File: src/rtl/bt_cmd_parser.sv
// Frame parser for the Bluetooth UART byte stream: {HEADER, CMD, ARG, CMD^ARG}.
// Publishes validated CMD/ARG and flags checksum and inter-byte timeout failures.
module bt_cmd_parser #(
   parameter logic [7:0]  HEADER  = 8'hAA,
   parameter logic [31:0] TIMEOUT = 32'd160000
) (
   input  logic       clk,
   input  logic       rst,
   input  logic [7:0] rx_data,
   input  logic       rx_valid,
   output logic [7:0] cmd,
   output logic [7:0] arg,
   output logic       cmd_valid,
   output logic       chk_err,
   output logic       tmo_err,
   output logic [7:0] err_count
);

   localparam logic [1:0] ST_IDLE    = 2'd0;
   localparam logic [1:0] ST_HDR     = 2'd1;
   localparam logic [1:0] ST_GOT_CMD = 2'd2;
   localparam logic [1:0] ST_GOT_ARG = 2'd3;

   logic [1:0]  state_q, state_d;
   logic [7:0]  shadow_cmd_q, shadow_cmd_d;
   logic [7:0]  shadow_arg_q, shadow_arg_d;
   logic [31:0] timer_q, timer_d;
   logic [7:0]  cmd_q, cmd_d;
   logic [7:0]  arg_q, arg_d;
   logic        cmd_valid_q, cmd_valid_d;
   logic        chk_err_q, chk_err_d;
   logic        tmo_err_q, tmo_err_d;
   logic [7:0]  err_count_q, err_count_d;
   logic        expired;

   // A strobe on the expiry cycle takes precedence over the timeout.
   assign expired = (state_q != ST_IDLE) && !rx_valid && (timer_q == TIMEOUT - 32'd1);

   always_comb begin
      state_d      = state_q;
      shadow_cmd_d = shadow_cmd_q;
      shadow_arg_d = shadow_arg_q;
      cmd_d        = cmd_q;
      arg_d        = arg_q;
      cmd_valid_d  = 1'b0;
      chk_err_d    = 1'b0;
      tmo_err_d    = 1'b0;
      err_count_d  = err_count_q;

      if (state_q == ST_IDLE || rx_valid) begin
         timer_d = 32'd0;
      end else begin
         timer_d = timer_q + 32'd1;
      end

      if (rx_valid) begin
         case (state_q)
            ST_IDLE: begin
               if (rx_data == HEADER) begin
                  state_d = ST_HDR;
               end
            end
            ST_HDR: begin
               shadow_cmd_d = rx_data;
               state_d      = ST_GOT_CMD;
            end
            ST_GOT_CMD: begin
               shadow_arg_d = rx_data;
               state_d      = ST_GOT_ARG;
            end
            default: begin
               if (rx_data == (shadow_cmd_q ^ shadow_arg_q)) begin
                  cmd_d       = shadow_cmd_q;
                  arg_d       = shadow_arg_q;
                  cmd_valid_d = 1'b1;
               end else begin
                  chk_err_d = 1'b1;
               end
               state_d = ST_IDLE;
            end
         endcase
      end else if (expired) begin
         tmo_err_d = 1'b1;
         state_d   = ST_IDLE;
         timer_d   = 32'd0;
      end

      if ((chk_err_d || tmo_err_d) && err_count_q != 8'hFF) begin
         err_count_d = err_count_q + 8'd1;
      end
   end

   always_ff @(posedge clk or posedge rst) begin
      if (rst) begin
         state_q      <= ST_IDLE;
         shadow_cmd_q <= 8'd0;
         shadow_arg_q <= 8'd0;
         timer_q      <= 32'd0;
         cmd_q        <= 8'd0;
         arg_q        <= 8'd0;
         cmd_valid_q  <= 1'b0;
         chk_err_q    <= 1'b0;
         tmo_err_q    <= 1'b0;
         err_count_q  <= 8'd0;
      end else begin
         state_q      <= state_d;
         shadow_cmd_q <= shadow_cmd_d;
         shadow_arg_q <= shadow_arg_d;
         timer_q      <= timer_d;
         cmd_q        <= cmd_d;
         arg_q        <= arg_d;
         cmd_valid_q  <= cmd_valid_d;
         chk_err_q    <= chk_err_d;
         tmo_err_q    <= tmo_err_d;
         err_count_q  <= err_count_d;
      end
   end

   assign cmd       = cmd_q;
   assign arg       = arg_q;
   assign cmd_valid = cmd_valid_q;
   assign chk_err   = chk_err_q;
   assign tmo_err   = tmo_err_q;
   assign err_count = err_count_q;

endmodule

File: config.mk
export PLATFORM = sky130hd
export DESIGN_NAME = bt_cmd_parser
export DESIGN_NICKNAME = d
export VERILOG_FILES = /design/src/rtl/bt_cmd_parser.sv
export SDC_FILE = /design/constraint.sdc
export NUM_CORES = 1
export LEC_CHECK = 0
export ABC_AREA = 1
export BUFFER_PORTS_ARGS = -buffer_cell sky130_fd_sc_hd__buf_2
export CAP_MARGIN = 20
export CORE_ASPECT_RATIO = 0.9
export CORE_MARGIN = 3
export CORE_UTILIZATION = 54
export CTS_CLUSTER_DIAMETER = 30
export DETAILED_ROUTE_END_ITERATION = 12
export HOLD_SLACK_MARGIN = 0.08
export PLACE_DENSITY = 0.84
export SYNTH_ARGS = -nofsm -noshare
export SYNTH_HDL_FRONTEND = slang
export SYNTH_SLANG_ARGS = --single-unit
File: constraint.sdc
create_clock -name clk -period 2.4 [get_ports clk]
set_clock_uncertainty 0.1 [all_clocks]
set_input_delay 0.48 -clock clk [delete_from_list [all_inputs] [get_ports clk]]
set_output_delay 0.48 -clock clk [all_outputs]
set_load 0.02 [all_outputs]
* Word-level counts from Yosys, hierarchy flattened
Cells that the tools add are included.
** Word-level totals
- Register bits :: 77
- Input bits :: 11
- Output and inout bits :: 27
** Operators by class
- $add $sub $neg :: 2
- Equal/unequal tests :: 7
- Multiplexer cells :: 15
- Bitwise logic cells :: 2
- Reductions and logical operators :: 14
** Operators with widths (count)
- $mux W32 :: 3
- $add A32 B1 Y32 const B :: 1
- $eq A32 B18 Y1 const B :: 1
- $add A8 B1 Y8 const B :: 1
- $eq A8 B8 Y1 :: 1
- $eq A8 B8 Y1 const B :: 1
- $mux W1 :: 8
- $ne A8 B8 Y1 const B :: 1
- $xor A8 B8 Y8 :: 1
- $mux W2 :: 3
- $pmux W2 S3 :: 1
- $reduce_and A2 Y1 :: 3
- $reduce_bool A2 Y1 :: 2
- $logic_and A1 B1 Y1 :: 3
- $ne A3 B2 Y1 const B :: 1
- $reduce_and A3 Y1 :: 1
- $reduce_or A3 Y1 :: 1
- $eq A2 B1 Y1 const B :: 1
- $eq A2 B2 Y1 const B :: 1
- $logic_not A2 Y1 :: 1
- $logic_or A1 B1 Y1 :: 2
- $logic_not A1 Y1 :: 1
- $not A1 Y1 :: 1

* Longest topological paths before layout
- Depth after elaboration :: 7
- Depth in mapped cells :: 13

* Least setup slack after synthesis
Ideal clock, no wire load.
- Kind :: reg-to-reg
- From :: reg err_count_q[0], in the netlist err_count[0]
- To :: reg err_count_q[2], in the netlist err_count[2]
- Setup time :: 66 ps
- Arrival time :: 1500 ps
- Setup slack :: 734 ps
- Stages on the path, launching flop included :: 8
- Buffers on the path :: 0
- Clock period less this slack :: 1666 ps
- Cells stage by stage :: dfrtp_1 ha_1 nand3_1 nor2_1 nand3_1 nand2_4 nand2_1 nand2_1
** On the way
- Longest elaborated chain between the ends :: 2
- Elaborated cells on any way between the ends :: 3
- Classes of those cells :: 1 x add/sub; 1 x eq/ne; 1 x reduce/logical
** RTL lines
- start: declaration :: line 33 : logic [7:0] err_count_q, err_count_d;
- start signal: assignment :: line 115 : err_count_q <= err_count_d;
- branches (longest 2 deep; another with $add A8 B1 Y8)
Parallel ways; which one is timed is not known.
A chain may end at the register's enable or synchronous reset.

* Final worst setup path
- From :: reg timer_q[16]
- To :: reg state_q[1]
** On the way
- Longest elaborated chain between the ends :: 4
** RTL lines
- start: declaration :: line 27 : logic [31:0] timer_q, timer_d;
- start signal: assignment :: line 109 : timer_q <= timer_d;
- $eq A32 B18 Y1 :: line 37 : assign expired = (state_q != ST_IDLE) && !rx_valid && (timer_q == TIMEOUT - 32'd1);
- $logic_and A1 B1 Y1 :: line 37
- $reduce_bool A2 Y1 (no source line)
- $reduce_and A2 Y1 (no source line)
- end signal: assignment :: line 106 : state_q <= state_d;
- end: declaration :: line 24 : logic [1:0] state_q, state_d;
Every way passes these cells.

==> summary.md <==
| Metric | Value |
|---|---|
| Clock root buffer | clkbuf_8 |
| Chip height | 88.6 microns |
| Rows | 29 |
| Post-synthesis net count | 536 |
| CP Data Arrival Time | 2.07 ns |
| Synth Cell Area | 0.00410 sq mm |
| Combinational power share | 0.258 |
| Netlist cell types | 28 |
| Worst hold start | rx_data[7] |
| Leak Pwr | 2.29 nW |
| Crit path required time | 2.55 ns |
| Final critical-path share of the clock period | 0.803 |
| Startpoint types | register |
| Net Sw Frac | 0.368 |
| Vias in the first global route | 3527 |
| FF/Latch Area | 0.00193 sq mm |
| Wire per inst | 13.7 microns |
| Syn Area/Cell | 7.89 sq um |
| Share of cells above drive strength 1 | 0.140 |
| DP Wirelength | 6.88 mm |
| GPL Wtd Cong | 0.893 |
| N_diodes | 0 |
| Worst-path clk slew | 0.09 ns |
| PD cells | 757 mW/mm^2 |
| Slew margin rel. | 0.622 |
| Finished Layout Cells | 664 |
| Core ar. | 0.00722 sq mm |
| Most used DFF post-synth | dfrtp_1 |
| Reg power frac | 0.470 |
| Final Worst Setup Slack | 0.473 ns |
| Num CTS Buffers | 9 |
| Fin Setup TNS | 0 ns |
| Nets | 583 |
| Top Ports | 38 |
| GRT Util Overall | 0.233 |
| Final-report hold violation count | 0 |
| Sw Pwr | 1.29 mW |
| Die area | 0.00867 sq mm |
| Crit Path Class | reg2reg |
| Max frequency | 0.519 GHz |
| Power Internal | 2.21 mW |
| Status | finished clean |
| Fin Hold WS | 0.354 ns |
| EDFF count, synth | 0 |
| Initial antenna violation count | 0 |
| Area growth from synthesis to layout | 12.8% |
| Vias | 3433 |
| Post-route DRC | 0 |
| Num Clock Sinks | 77 |
| Worst-Skew Late Latency | 0.35 ns |
| MaxCap Viol Count | 0 |
| CP startpoint | timer_q[16]$_DFF_PP0_ |
| Max Root-Sink Buffers | 2 |
| Seq/Total Area, Yosys | 0.471 |
| Die X | 97.8 microns |
| Crit. End Element | register |
| Post-CTS Setup Inserts | 0 |
| CTS HTree Levels | 3 |
| Grt total ovfl | 0 |
| Least-Margin Pin Slew | 0.565 ns |
| Hold Path Class | in2reg |
| RSZ-0062 raised after global routing | no |
| Initial DRC Count | 199 |
| CTS resizes | 0 |
| Routed wire length | 9.11 mm |
| Multi-input logic area | 0.00190 sq mm |
| Async set-or-reset flop fraction in the synthesized netlist | 1.00 |
| Worst-path fanout max | 8 |
| Vias per cell | 5.17 |
| DP Worst Slack | 0.371 ns |
| Placed cell count | 647 |
| Slew Viols, Final | 0 |
| R2r startpoint | timer_q[16]$_DFF_PP0_ |
| CTS tree | built |
| Final setup fails | 0 |
| Synthesized flop and latch total | 77 |
| Number of fill cells | 620 |
| Clk pwr share | 0.271 |
| Largest net degree at the start of global routing | 38 |
| Number of buffers added on ports | 37 |
| Syn Inst Count | 519 |
| Max VDD drop | 0.639 mV |
| First-pass GRT wire length | 16.3 mm |
| Tmin final | 1.93 ns |
| Drt first pass iters | 5 |
| Initial Utilization | 0.567 |
| Syn. warnings | 0 |
| Antenna viol nets, final | 0 |
power by group through the flow:
stage | Clock (mW) | Sequential (mW) | Combinational (mW)
2_1_floorplan | 0 | 1.68 | 0.614
3_3_place_gp | 0 | 1.66 | 0.852
3_5_place_dp | 0 | 1.67 | 0.906
4_1_cts | 0.967 | 1.64 | 0.913
5_1_grt | 1.03 | 1.68 | 1.04
6_report | 0.948 | 1.64 | 0.904
worst paths after layout:
| check | cells after the start | endpoint | slack, ns |
|---|---|---|---|
| max | 10 | state_q[1]$_DFFE_PP0P_ | 0.47 |
| min | 3 | shadow_cmd_q[7]$_DFFE_PP0P_ | 0.35 |
| max reg2reg | 10 | state_q[1]$_DFFE_PP0P_ | 0.47 |
| min reg2reg | 1 | cmd[5]$_DFFE_PP0P_ | 0.39 |
| max in group asynchronous | 4 | cmd[3]$_DFFE_PP0P_ | 1.21 |
| min in group asynchronous | 3 | timer_q[28]$_DFF_PP0_ | 0.52 |
cell usage after synthesis (2+ instances only):
| master | n | area (sq um) |
|---|---|---|
| xor2_1 | 19 | 166 |
| nor3_1 | 21 | 105 |
| o21ai_0 | 20 | 100 |
| xnor2_1 | 12 | 105 |
| clkbuf_1 | 5 | 18.8 |
| inv_1 | 59 | 221 |
| nand4_1 | 7 | 43.8 |
| buf_4 | 3 | 22.5 |
| dfrtp_1 | 77 | 1930 |
| nand2_2 | 4 | 25.0 |
| nand2_4 | 2 | 22.5 |
| nand3b_1 | 3 | 22.5 |
| nand2_1 | 157 | 589 |
| nor4_1 | 3 | 18.8 |
| nor2_1 | 49 | 184 |
| nor2_2 | 8 | 50.1 |
| ha_1 | 6 | 75.1 |
| nand3_1 | 37 | 185 |
| o21a_1 | 14 | 105 |
| nor3_2 | 3 | 30.0 |
| a21oi_1 | 3 | 15.0 |
routing by layer:
layer / global-route usage / routed length, microns / vias to the layer above
met5: 0 / 0 / -
met4: 0.0491 / 59 / 0
met3: 0.0481 / 448 / 5
met2: 0.421 / 4650 / 80
met1: 0.296 / 3950 / 1619
li1: - / - / 1729
logic make-up after synthesis:
| kind of cell | Yosys count | synth area share |
|---|---|---|
| adder cells (fa/ha/maj) | 6 | 0.0183 |
| flip-flops | 77 | 0.471 |
| AND/OR/NAND/NOR | 298 | 0.323 |
| AO/OA/AOI/OAI | 38 | 0.0556 |
| XOR/XNOR | 31 | 0.0663 |
| buffers and inverters | 69 | 0.0660 |
cell type report:
cell class | instances | share of cell area
clock inverters | 6 | 0.0116
multi-input cells | 373 | 0.411
clock buffers | 10 | 0.0298
flip-flops and latches | 77 | 0.417
inverters | 61 | 0.0504
repair buffers | 44 | 0.0547
well taps | 93 | 0.0252
registers in the layout, summed over array words and instances (netlist names):
signal,cells
shadow_cmd_q,8
state_q,2
shadow_arg_q,8
chk_err,1
tmo_err,1
err_count,8
cmd_valid,1
arg,8
cmd,8
timer_q,32
worst max-delay path, cell delays in order (launching register included):
cell      delay, ns
dfrtp_1        0.39
inv_2          0.12
nand2_1        0.11
nor3_1         0.15
nand3b_1       0.11
nor2_1         0.24
nand3_4        0.18
nand2_2        0.19
nand2_1        0.10
nand2_1        0.08
nand2_1        0.05
cell usage in the layout (no fill, tap or decap), types with 4 or more instances in the layout:
cell type / instances
dfrtp_1: 77
nand4_1: 7
xor2_1: 19
nand2_2: 4
clkbuf_8: 10
nor2_2: 8
inv_1: 58
o21a_1: 14
buf_4: 5
nor3_1: 21
xnor2_1: 12
nand2_1: 157
o21ai_0: 20
nand3_1: 37
buf_2: 37
ha_1: 6
nor2_1: 49
per-stage QoR:
stage	instance area (sq um)	total power, mW	util
2_1_floorplan	4100	2.30	-
3_3_place_gp	4420	2.51	0.612
3_5_place_dp	4420	2.58	0.612
4_1_cts	4620	3.52	0.640
5_1_grt	4620	3.75	0.640
6_report	4620	3.50	0.640
timing repair:
action,4_1_cts,5_1_grt
setup endpoints to repair,0,0
hold buffers,1,0
hold endpoints to repair,9,0
Power figures use the tool's default switching activity.
